### src/rtl/as_gpio_out_pkg.sv
// as_pack: shared definitions for the memory-mapped GPIO output port.
//   GPIO_BASE       4 KiB aligned base of the GPIO window in the data address map
//   NR_GPIOS        default width of gpio_o
//   GPIO_ADDR_WIDTH default width of gpioAddr_o
//   gpio_state_t    replay FSM states
//   gpio_entry_t    one queued store at the default widths
//   base_hit()      true when a byte address falls inside the 4 KiB window of a base
package as_pack;

    localparam logic [63:0] GPIO_BASE       = 64'h0000_0000_8000_0000;
    localparam int          NR_GPIOS        = 16;
    localparam int          GPIO_ADDR_WIDTH = 12;

    typedef enum logic [1:0] {
        GPIO_IDLE,
        GPIO_DRIVE,
        GPIO_GAP
    } gpio_state_t;

    typedef struct packed {
        logic [GPIO_ADDR_WIDTH-1:0] addr;
        logic [NR_GPIOS-1:0]        data;
    } gpio_entry_t;

    // Only the page number is compared; the low 12 bits select the register.
    function automatic logic base_hit(input logic [63:0] addr, input logic [63:0] base);
        return addr[63:12] == base[63:12];
    endfunction

endpackage

### src/rtl/as_gpio_out_if.sv
// as_gpio_out_if: store path from the MEM stage and the chip-side GPIO outputs.
//   master: the core side (drives we_i/addr_i/wdata_i, observes stall_o and outputs)
//   slave : as_gpio_out
//   we_i, addr_i, wdata_i        store request, held by the core while stall_o=1
//   stall_o                      store not accepted this cycle
//   gpio_o, gpioAddr_o, cs_o     replayed store and its one-cycle strobe
//   re_i, rdata_o                load readback, present only with AS_GPIO_RDBACK_EN
interface as_gpio_out_if #(
    parameter int GPIO_W = 16,
    parameter int ADDR_W = 12
);
    logic              we_i;
    logic [63:0]       addr_i;
    logic [63:0]       wdata_i;
    logic              stall_o;
    logic [GPIO_W-1:0] gpio_o;
    logic [ADDR_W-1:0] gpioAddr_o;
    logic              cs_o;
`ifdef AS_GPIO_RDBACK_EN
    logic              re_i;
    logic [63:0]       rdata_o;

    modport master (output we_i, addr_i, wdata_i, re_i,
                    input  stall_o, gpio_o, gpioAddr_o, cs_o, rdata_o);
    modport slave  (input  we_i, addr_i, wdata_i, re_i,
                    output stall_o, gpio_o, gpioAddr_o, cs_o, rdata_o);
`else
    modport master (output we_i, addr_i, wdata_i,
                    input  stall_o, gpio_o, gpioAddr_o, cs_o);
    modport slave  (input  we_i, addr_i, wdata_i,
                    output stall_o, gpio_o, gpioAddr_o, cs_o);
`endif
endinterface

### src/rtl/as_gpio_fifo.sv
// as_gpio_fifo: synchronous FIFO for queued GPIO stores.
//   clk_i, rst_i      clock, asynchronous active-high reset (empties the FIFO)
//   push_i, wdata_i   write an entry (ignored when full)
//   pop_i             drop the head entry (ignored when empty)
//   rdata_o           head entry, valid while empty_o=0
//   full_o, empty_o   status flags
//   count_o           current fill level, 0..DEPTH
module as_gpio_fifo #(
    parameter int WIDTH = 28,
    parameter int DEPTH = 4
) (
    input  logic                       clk_i,
    input  logic                       rst_i,
    input  logic                       push_i,
    input  logic                       pop_i,
    input  logic [WIDTH-1:0]           wdata_i,
    output logic [WIDTH-1:0]           rdata_o,
    output logic                       full_o,
    output logic                       empty_o,
    output logic [$clog2(DEPTH):0]     count_o
);
    localparam int IDX_W = $clog2(DEPTH);
    localparam int PTR_W = IDX_W + 1;

    logic [WIDTH-1:0] mem [DEPTH];
    logic [PTR_W-1:0] wr_ptr;
    logic [PTR_W-1:0] rd_ptr;
    logic             do_push;
    logic             do_pop;

    assign do_push = push_i & ~full_o;
    assign do_pop  = pop_i & ~empty_o;

    // Pointers carry one extra wrap bit so full and empty are distinguishable
    // when the index bits coincide.
    assign full_o  = (wr_ptr[PTR_W-1] != rd_ptr[PTR_W-1]) &&
                     (wr_ptr[IDX_W-1:0] == rd_ptr[IDX_W-1:0]);
    assign empty_o = (wr_ptr == rd_ptr);
    assign count_o = wr_ptr - rd_ptr;
    assign rdata_o = mem[rd_ptr[IDX_W-1:0]];

    // Storage needs no reset: an entry is only read after it has been written.
    always_ff @(posedge clk_i) begin
        if (do_push) begin
            mem[wr_ptr[IDX_W-1:0]] <= wdata_i;
        end
    end

    always_ff @(posedge clk_i or posedge rst_i) begin
        if (rst_i) begin
            wr_ptr <= '0;
            rd_ptr <= '0;
        end else begin
            if (do_push) begin
                wr_ptr <= wr_ptr + 1'b1;
            end
            if (do_pop) begin
                rd_ptr <= rd_ptr + 1'b1;
            end
        end
    end

endmodule

### src/rtl/as_gpio_out.sv
// as_gpio_out: memory-mapped GPIO output port.
// Stores that hit the 4 KiB window at BASE_ADDR are queued and replayed, in
// order, as one-cycle cs_o strobes carrying address and data. stall_o holds
// the core while the queue is full.
//   clk_i, rst_i   core clock, asynchronous active-high reset
//   bus (slave)    we_i/addr_i/wdata_i in; stall_o, gpio_o, gpioAddr_o, cs_o out
// Optional feature macro AS_GPIO_RDBACK_EN adds re_i/rdata_o readback.
// Status register (BASE+0xFF8) layout:
//   [63:56] fill count, [55:11] zero, [10] empty, [9] full, [8:0] gpio_o[8:0]
module as_gpio_out
    import as_pack::*;
#(
    parameter int          GPIO_W     = NR_GPIOS,
    parameter int          ADDR_W     = GPIO_ADDR_WIDTH,
    parameter int          FIFO_DEPTH = 4,
    parameter int          GAP_CYC    = 0,
    parameter logic [63:0] BASE_ADDR  = GPIO_BASE
) (
    input  logic          clk_i,
    input  logic          rst_i,
    as_gpio_out_if.slave  bus
);
    localparam int         CNT_W    = $clog2(FIFO_DEPTH) + 1;
    localparam int         ENTRY_W  = ADDR_W + GPIO_W;
    localparam logic [3:0] GAP_LOAD = (GAP_CYC == 0) ? 4'd0 : 4'(GAP_CYC - 1);

    gpio_state_t       state;
    logic              hit;
    logic              pop;
    logic              fifo_full;
    logic              fifo_empty;
    logic [CNT_W-1:0]  fifo_count;
    logic [ENTRY_W-1:0] head;
    logic [GPIO_W-1:0] gpio_q;
    logic [ADDR_W-1:0] addr_q;
    logic              cs_q;
    logic [3:0]        gap_cnt;
    logic              unused_bits;

    assign hit         = bus.we_i & base_hit(bus.addr_i, BASE_ADDR);
    // A pop in this same cycle does not free the slot for the stalled store.
    assign bus.stall_o = hit & fifo_full;
    assign pop         = (state == GPIO_IDLE) & ~fifo_empty;

    as_gpio_fifo #(
        .WIDTH (ENTRY_W),
        .DEPTH (FIFO_DEPTH)
    ) u_fifo (
        .clk_i   (clk_i),
        .rst_i   (rst_i),
        .push_i  (hit & ~fifo_full),
        .pop_i   (pop),
        .wdata_i ({bus.addr_i[ADDR_W-1:0], bus.wdata_i[GPIO_W-1:0]}),
        .rdata_o (head),
        .full_o  (fifo_full),
        .empty_o (fifo_empty),
        .count_o (fifo_count)
    );

    // Replay FSM: IDLE pops and strobes, DRIVE drops the strobe, GAP pads
    // the spacing. gpio_o/gpioAddr_o only change on a pop.
    always_ff @(posedge clk_i or posedge rst_i) begin
        if (rst_i) begin
            state   <= GPIO_IDLE;
            gpio_q  <= '0;
            addr_q  <= '0;
            cs_q    <= 1'b0;
            gap_cnt <= '0;
        end else begin
            case (state)
                GPIO_IDLE: begin
                    if (!fifo_empty) begin
                        gpio_q <= head[GPIO_W-1:0];
                        addr_q <= head[ENTRY_W-1:GPIO_W];
                        cs_q   <= 1'b1;
                        state  <= GPIO_DRIVE;
                    end
                end
                GPIO_DRIVE: begin
                    cs_q <= 1'b0;
                    if (GAP_CYC == 0) begin
                        state <= GPIO_IDLE;
                    end else begin
                        gap_cnt <= GAP_LOAD;
                        state   <= GPIO_GAP;
                    end
                end
                GPIO_GAP: begin
                    if (gap_cnt == 4'd0) begin
                        state <= GPIO_IDLE;
                    end else begin
                        gap_cnt <= gap_cnt - 4'd1;
                    end
                end
                default: begin
                    state <= GPIO_IDLE;
                end
            endcase
        end
    end

    assign bus.gpio_o     = gpio_q;
    assign bus.gpioAddr_o = addr_q;
    assign bus.cs_o       = cs_q;

`ifdef AS_GPIO_RDBACK_EN
    logic [63:0] rdata_q;
    logic [63:0] gpio_zext;

    assign gpio_zext = 64'(gpio_q);

    // Readback is registered and returns to zero in cycles without a read.
    always_ff @(posedge clk_i or posedge rst_i) begin
        if (rst_i) begin
            rdata_q <= '0;
        end else if (bus.re_i && base_hit(bus.addr_i, BASE_ADDR)) begin
            if (bus.addr_i[11:0] == 12'hFF8) begin
                rdata_q <= {8'(fifo_count), 45'd0, fifo_empty, fifo_full, gpio_zext[8:0]};
            end else begin
                rdata_q <= gpio_zext;
            end
        end else begin
            rdata_q <= '0;
        end
    end

    assign bus.rdata_o = rdata_q;
    assign unused_bits = ^{bus.wdata_i, bus.addr_i};
`else
    assign unused_bits = ^{bus.wdata_i, bus.addr_i, fifo_count};
`endif

endmodule

### src/flat_wrapper.sv
// flat-port wrapper written by rule: the top's interface ports become plain ports
module as_gpio_out_flat import as_pack::*;
#(
    parameter int          GPIO_W     = NR_GPIOS,
    parameter int          ADDR_W     = GPIO_ADDR_WIDTH,
    parameter int          FIFO_DEPTH = 4,
    parameter int          GAP_CYC    = 0,
    parameter logic [63:0] BASE_ADDR  = GPIO_BASE
)
  (clk_i, rst_i, bus_we_i, bus_addr_i, bus_wdata_i, bus_stall_o, bus_gpio_o, bus_gpioAddr_o, bus_cs_o);
  as_gpio_out_if #(.GPIO_W(GPIO_W), .ADDR_W(ADDR_W)) bus_i ();
  input  logic clk_i;
  input  logic rst_i;
  input wire logic [$bits(bus_i.we_i)-1:0] bus_we_i;
  input wire logic [$bits(bus_i.addr_i)-1:0] bus_addr_i;
  input wire logic [$bits(bus_i.wdata_i)-1:0] bus_wdata_i;
  output wire logic [$bits(bus_i.stall_o)-1:0] bus_stall_o;
  output wire logic [$bits(bus_i.gpio_o)-1:0] bus_gpio_o;
  output wire logic [$bits(bus_i.gpioAddr_o)-1:0] bus_gpioAddr_o;
  output wire logic [$bits(bus_i.cs_o)-1:0] bus_cs_o;
  assign bus_i.we_i = bus_we_i;
  assign bus_i.addr_i = bus_addr_i;
  assign bus_i.wdata_i = bus_wdata_i;
  assign bus_stall_o = bus_i.stall_o;
  assign bus_gpio_o = bus_i.gpio_o;
  assign bus_gpioAddr_o = bus_i.gpioAddr_o;
  assign bus_cs_o = bus_i.cs_o;
  as_gpio_out #(.GPIO_W(GPIO_W), .ADDR_W(ADDR_W), .FIFO_DEPTH(FIFO_DEPTH), .GAP_CYC(GAP_CYC), .BASE_ADDR(BASE_ADDR)) u_core (.clk_i(clk_i), .rst_i(rst_i), .bus(bus_i));
endmodule
### config.mk
export PLATFORM = sky130hd
export DESIGN_NAME = as_gpio_out_flat
export DESIGN_NICKNAME = d
export VERILOG_FILES = /design/src/rtl/as_gpio_out_pkg.sv /design/src/rtl/as_gpio_out_if.sv /design/src/rtl/as_gpio_fifo.sv /design/src/rtl/as_gpio_out.sv /design/src/flat_wrapper.sv
export SDC_FILE = /design/constraint.sdc
export NUM_CORES = 1
export LEC_CHECK = 0
export CAP_MARGIN = 20
export CORE_ASPECT_RATIO = 0.9
export CORE_MARGIN = 5
export CORE_UTILIZATION = 47
export CTS_CLUSTER_DIAMETER = 40
export DETAILED_ROUTE_END_ITERATION = 7
export MAX_ROUTING_LAYER = met4
export PLACE_DENSITY = 0.88
export SETUP_SLACK_MARGIN = 0.4
export SLEW_MARGIN = 20
export SYNTH_ARGS = -nofsm -noshare
export SYNTH_HDL_FRONTEND = slang
export SYNTH_SLANG_ARGS = --single-unit
### constraint.sdc
create_clock -name clk_i -period 2.85 [get_ports clk_i]
set_clock_uncertainty 0.15 [all_clocks]
set_input_delay 0.57 -clock clk_i [delete_from_list [all_inputs] [get_ports clk_i]]
set_output_delay 0.57 -clock clk_i [all_outputs]
set_load 0.01 [all_outputs]
==> results of run 1 <==
-- state kept, by name (all words and copies together), names as in the netlist --
register	flops
u_core.u_fifo.mem	112
u_core.u_fifo.rd_ptr	3
u_core.u_fifo.wr_ptr	3
u_core.bus.cs_o	1
u_core.bus.gpioAddr_o	12
u_core.bus.gpio_o	16
-- worst paths after layout --
path,start,to
hold reg to reg,u_core.bus.gpio_o[14]$_DFFE_PP0P_,u_core.bus.gpio_o[14]$_DFFE_PP0P_
hold / removal,u_core.bus.gpio_o[14]$_DFFE_PP0P_,u_core.bus.gpio_o[14]$_DFFE_PP0P_
max in group asynchronous,rst_i,u_core.bus.gpioAddr_o[11]$_DFFE_PP0P_
setup / recovery,bus_we_i,bus_stall_o
setup reg to reg,u_core.u_fifo.rd_ptr[2]$_DFFE_PP0P_,u_core.u_fifo.mem[1][5]$_DFFE_PP_
min in group asynchronous,rst_i,u_core.u_fifo.rd_ptr[2]$_DFFE_PP0P_
-- per-stage QoR --
stage | total power [uW] | instance area [um^2]
after floorplan | 2940 | 5640
after global placement | 3520 | 7120
after detailed placement | 3560 | 7120
after CTS | 5870 | 7780
after global routing | 6030 | 7820
final | 5800 | 7820
-- synthesized netlist by cell type, drive strengths merged --
master / number / area (um^2)
nand2: 2 / 7.51
nor2: 3 / 11.3
buf: 7 / 68.8
o21ai: 1 / 5.00
nand4b: 1 / 8.76
and2: 1 / 7.51
clkbuf: 2 / 7.51
nor4b: 2 / 23.8
ha: 5 / 62.6
and3: 4 / 33.8
nand4: 3 / 18.8
xnor2: 3 / 26.3
nand3: 1 / 5.00
edfxtp: 112 / 3360
xor2: 4 / 35.0
dfrtp: 35 / 876
mux4: 28 / 631
a21oi: 1 / 16.3
nor4: 10 / 62.6
inv: 3 / 11.3
nor3: 4 / 30.0
mux2: 29 / 327
-- layer usage --
metal / part of all wire / up-vias / GRT usage
li1: - / 1354 / -
met1: 0.40 / 1546 / 0.198
met2: 0.56 / 67 / 0.307
met3: 0.033 / 11 / 0.0534
met4: 0.0095 / 0 / 0.0477
met5: 0 / - / -
-- where the power goes --
group,internal [uW],switching (uW)
logic,568,297
registers,2510,118
clock network,1510,796
-- cells by family after synthesis --
| kind of cell | after synthesis | synth area share |
|---|---|---|
| muxes | 57 | 0.170 |
| AOI/OAI and AO/OA | 2 | 0.00377 |
| DFF | 147 | 0.752 |
| buffers and inverters | 12 | 0.0155 |
| adders and majority gates | 5 | 0.0111 |
| xor gates and xnor gates | 7 | 0.0109 |
| and+or+nand+nor | 31 | 0.0371 |
-- final cells by class --
| class | count | area, um^2 | share of cell area |
|---|---|---|---|
| clock buffers | 22 | 464 | 0.0594 |
| multi-input cells | 102 | 1410 | 0.180 |
| inverters | 3 | 11.3 | 0.00144 |
| repair buffers | 134 | 1340 | 0.171 |
| flip-flops and latches | 147 | 4240 | 0.543 |
| clock inverters | 10 | 155 | 0.0198 |
| well taps | 160 | 200 | 0.0256 |
-- critical path: stages --
cell and delay, ns:
clkdlybuf4s50_1 0.45, nor4b_4 0.19, nand4_1 0.18, nor3_2 0.19, buf_2 0.16
-- cell usage in the layout, fill, tap and decap left out, types with 3 or more instances in the layout --
cell             synthesis  routed
buf_12                   0       9
mux2_2                  29      29
nor4_2                   0       9
dfrtp_1                 35      33
clkdlybuf4s15_1          0       5
edfxtp_1               112     112
ha_1                     5       5
nor2_1                   3       3
clkbuf_1                 2       3
nand4_1                  3       3
and3_4                   1       3
xor2_1                   4       4
clkbuf_2                 0       7
bufinv_16                0       4
nor3_2                   2       4
clkdlybuf4s50_1          0      73
clkbuf_16                0      17
dlygate4sd2_1            0      21
buf_4                    1      13
clkinv_2                 0       3
mux4_2                  28      28
dlymetal6s2s_1           0       4
-- what timing repair did --
item                                    CTS  global route
endpoints found under the setup margin    1           100
resized for setup                        59            21
buffers inserted                          5             1
hold endpoints to repair                  0             0
hold buffers                              0             0
pin swaps                                17            12
==> results.md, run 1 <==
- Data arrival time at the worst-slack endpoint: about 1.8 ns
- Setup TNS Final: 0 ns
- Hold violation total from the final report: 0
- Clock Sinks: about 150
- DP Cell Count: 540
- DRC marker count from the first detailed-route iteration: approximately 200
- Remaining design rule violation count: 0
- YS warnings: 0
- Clock tree from TritonCTS: done
- Number of max-slew violations in the final report: 0
- Vertical extent of the die: around 110 um
- Peak supply drop: slightly below 0.0008 V
- Signed area change from the synthesized netlist to the final layout: 38.7%
- Initial core utilization: 0.474
- Placer congestion estimate: between 0.6 and 0.7
- Number of core rows: 38
- Ratio of cells with drive above 1 in the final layout: 0.337
- Global-route wire length before repair: 18200 um
- Crit end category: output port
- Antenna violations before repair: 0
- Antenna Violating Nets Remaining: 0
- Outcome: completed
- Maximum Capacitance Violations: 0
- Count of state elements after synthesis: approximately 150
- Buffer type at the clock tree root: clkbuf_16
- Count of pins on the block boundary: roughly 160
- Vias in the first global route: 3385
- Total wire length after detailed routing: around 12000 um
- Minimum period implied by the final worst setup slack: ~2.5 ns
- Post-route clock period utilization: 0.866
- Slack of the worst reg-to-reg path: 0.67 ns
- CTS H-tree lvls: 4
- HPWL after detailed placement: around 7600 um
- Count of different cell masters after synthesis: 27
- P_leak: around 0.0028 uW
- Reg2Reg Depth: 6
- Pin count of the biggest net entering global routing: 31
- Required time reported for the critical path endpoint: roughly 2.1 ns
- Crit path setup slack, layout: approximately 0.38 ns
- Reg clk slew, reported paths: about 0.050 ns
- Detailed-route wire length per cell: 20.1 um
- Power density relative to cell area: approximately 740 nW/um^2
- # fillers: 814
- Placeable Area: around 12000 um^2
- Antenna fix cells: 0
- Global-route usage over all layers: 0.176
- Non-filler cells, final: roughly 580
- Area of the mapped netlist: 5640 um^2
- CTS Buffer Depth: 2
- Post-Place Setup Slack: -0.265 ns
- Crit-path max FO: 2
- Peak clock frequency supported by timing: slightly above 0.4 GHz
- Overall overflow remaining after global route: 0
- Register area share after synthesis: 0.752
- Insertion delay of the later-clocked pin in the worst-skew pair: 0.40 ns
- Via-per-instance ratio: approximately 5.2
- Drt first pass iters: 4
- Worst hold path stage count: 1
- Number of buffers inserted during clock tree synthesis: 17
- Class of the most critical setup path: in2out
- Crit start category: primary input
- Quantity of I/O buffers inserted on ports: ~110
- Final number of setup-violating endpoints: 0
- Share of the core filled with cells: 0.658
- Path class of the lowest-slack min-delay path: reg2reg
- Hold slack: 0.356 ns
- Transition at the pin with the smallest max-transition slack: around 0.61 ns
- Via count: 2978
- Post-synthesis cell count: between 200 and 300
- Avg Cell Area, Syn: 21.6 um^2
- Die Width: 125 um
- Slew margin rel.: 0.592
- Unrepaired setup endpoints after global routing: true
- Number of nets in the finished design: 541
- Area of the die: 14300 um^2
- Mapped Nets: between 300 and 400
No activity file was read; power rests on OpenSTA's default activity.
==> run 2, diff against run 1 <==
--- a/config.mk
+++ b/config.mk
@@ -5,14 +5,15 @@
 export SDC_FILE = /design/constraint.sdc
 export NUM_CORES = 1
 export LEC_CHECK = 0
+export ABC_CLOCK_PERIOD_IN_PS = 2850
 export CAP_MARGIN = 20
 export CORE_ASPECT_RATIO = 0.9
 export CORE_MARGIN = 5
-export CORE_UTILIZATION = 47
+export CORE_UTILIZATION = 25
 export CTS_CLUSTER_DIAMETER = 40
 export DETAILED_ROUTE_END_ITERATION = 7
 export MAX_ROUTING_LAYER = met4
-export PLACE_DENSITY = 0.88
+export PLACE_DENSITY = 0.56
 export SETUP_SLACK_MARGIN = 0.4
 export SLEW_MARGIN = 20
 export SYNTH_ARGS = -nofsm -noshare
==> run 2 against run 1 <==
Sequential power about the same. Fmax up 3.7%. Critical endpoint unchanged. Design area up 4.7%. Largest power group unchanged. First-iteration DRC count down 41%. Highest routed layer unchanged. Largest cell class unchanged. Sequential share of layout area down 2.4 points.
==> results.md, run 2 (synthesis results as in run 1) <==
- Drt first pass iters: 4
- Number of buffers inserted by hold repair at cts: 0
- Antenna violations before repair: 0
- Slack of the worst reg-to-reg path: roughly 0.65 ns
- Vertical extent of the die: 152 um
- Peak clock frequency supported by timing: approximately 0.42 GHz
- Crit end category: output port
- Power density relative to cell area: between 600 and 700 nW/um^2
- CTS Buffer Depth: 2
- CTS H-tree lvls: 4
- Total wire length after detailed routing: 13000 um
- Peak supply drop: approximately 0.00029 V
- Die Width: ~170 um
- Area of the die: about 26000 um^2
- Ratio of cells with drive above 1 in the final layout: 0.354
- Initial core utilization: 0.253
- Signed area change from the synthesized netlist to the final layout: 45.2%
- Post-Place Setup Slack: -0.291 ns
- Top library cells by usage in the layout, fill and taps aside: edfxtp_1, clkdlybuf4s50_1, dfrtp_1
- Reg2reg start: u_core.u_fifo.rd_ptr[0]$_DFFE_PP0P_
- Via count: approximately 3000
- Critical hold path startpoint: u_core.bus.gpio_o[7]$_DFFE_PP0P_
- Number of max-slew violations in the final report: 0
- Most common cell after layout, fill and taps aside: edfxtp_1
- Non-filler cells, final: slightly above 700
- Placeable Area: 22300 um^2
- Reg2reg end: u_core.bus.gpioAddr_o[10]$_DFFE_PP0P_
- Detailed-route wire length per cell: 18.0 um
- Placer congestion estimate: 0.777
- Vias in the first global route: ~3400
- Antenna Violating Nets Remaining: 0
- DP Cell Count: between 600 and 700
- Number of buffers inserted during clock tree synthesis: 17
- Pwr Total: between 5000 and 6000 uW
- Hold violation total from the final report: 0
- Crit path setup slack, layout: about 0.47 ns
- Final number of setup-violating endpoints: 0
- Max FFs per register: 112
- Remaining design rule violation count: 0
- Quantity of I/O buffers inserted on ports: 112
- Outcome: completed
- Count of pins on the block boundary: 161
- Slew margin rel.: 0.578
- Clock tree from TritonCTS: done
- P_leak: about 0.0031 uW
- Global-route usage over all layers: 0.108
- Path class of the lowest-slack min-delay path: reg2reg
- Class of the most critical setup path: reg2out
- Hold Path Sink: u_core.bus.gpio_o[7]$_DFFE_PP0P_
- Clock Sinks: ~150
- Overall overflow remaining after global route: 0
- Minimum period implied by the final worst setup slack: ~2.4 ns
- Post-route clock period utilization: 0.836
- DRC marker count from the first detailed-route iteration: 119
- Share of the core filled with cells: 0.367
- Crit start category: flop
- Global-route wire length before repair: 20000 um
- Insertion delay of the later-clocked pin in the worst-skew pair: 0.42 ns
- Worst hold path stage count: 1
- Maximum Capacitance Violations: 0
- Data arrival time at the worst-slack endpoint: 1.66 ns
- Buffer type at the clock tree root: clkbuf_16
- Reg2Reg Depth: 5
- Unrepaired setup endpoints after global routing: true
- Hold slack: between 0.3 and 0.4 ns
- Antenna fix cells: 0
- Pin count of the biggest net entering global routing: 36
- Number of nets in the finished design: 547
- Reg clk slew, reported paths: roughly 0.060 ns
- Required time reported for the critical path endpoint: 2.13 ns
- Transition at the pin with the smallest max-transition slack: ~0.63 ns
- Via-per-instance ratio: 4.14
- Crit-path max FO: 2
- HPWL after detailed placement: 8290 um
- Number of core rows: 52
[run 2: worst max path at each step]
stage                                         from                           endpoint  slack (ns)
6_report       u_core.u_fifo.wr_ptr[2]$_DFFE_PP0P_                        bus_stall_o        0.47
5_1_grt                             bus_addr_i[57]                        bus_stall_o        0.34
4_1_cts        u_core.u_fifo.wr_ptr[1]$_DFFE_PP0P_                        bus_stall_o        0.29
3_5_place_dp                        bus_addr_i[15]                        bus_stall_o       -0.29
3_3_place_gp                        bus_addr_i[34]                        bus_stall_o       -0.26
2_1_floorplan                       bus_addr_i[34]  u_core.u_fifo.mem[0][0]$_DFFE_PP_        0.56
[run 2: metal layers]
metal,global-route usage,share of wire,routed length (um),vias up
met5,-,0,0,-
met2,0.185,0.54,7080,49
li1,-,-,-,1364
met1,0.119,0.40,5150,1553
met4,0.0363,0.017,223,0
met3,0.0368,0.041,539,17
[run 2: final cells by class]
class / count / area, um^2
clock buffer: 17 / 425
clock inverter: 15 / 148
fill: 2046 / 14100
inverter: 3 / 11.3
multi-input combinational: 102 / 1440
sequential: 147 / 4240
tap: 297 / 372
timing repair buffer: 140 / 1540
[run 2: repair_timing]
action | CTS | global route
gates cloned | 1 | 0
resized for setup | 37 | 55
hold endpoints to repair | 0 | 0
pin swaps | 14 | 20
buffers inserted | 5 | 3
setup endpoints to repair | 73 | 113
[run 2: power by group]
part	switching (uW)	internal (uW)
Combinational	309	573
Clock	914	1220
Sequential	108	2510
[run 2: stage by stage]
stage	instance area (um^2)	TNS, ns
floorplan	5640	0
global placement	7320	-7.73
detailed placement	7320	-7.00
CTS	8040	0
global route	8180	0
finish	8180	0
[run 2: critical path: stages, from the launching register on]
cell and delay (ns):
dfrtp_1 0.40, xnor2_2 0.19, nor3_4 0.23, nand4b_1 0.13, nor3_2 0.13, buf_2 0.16
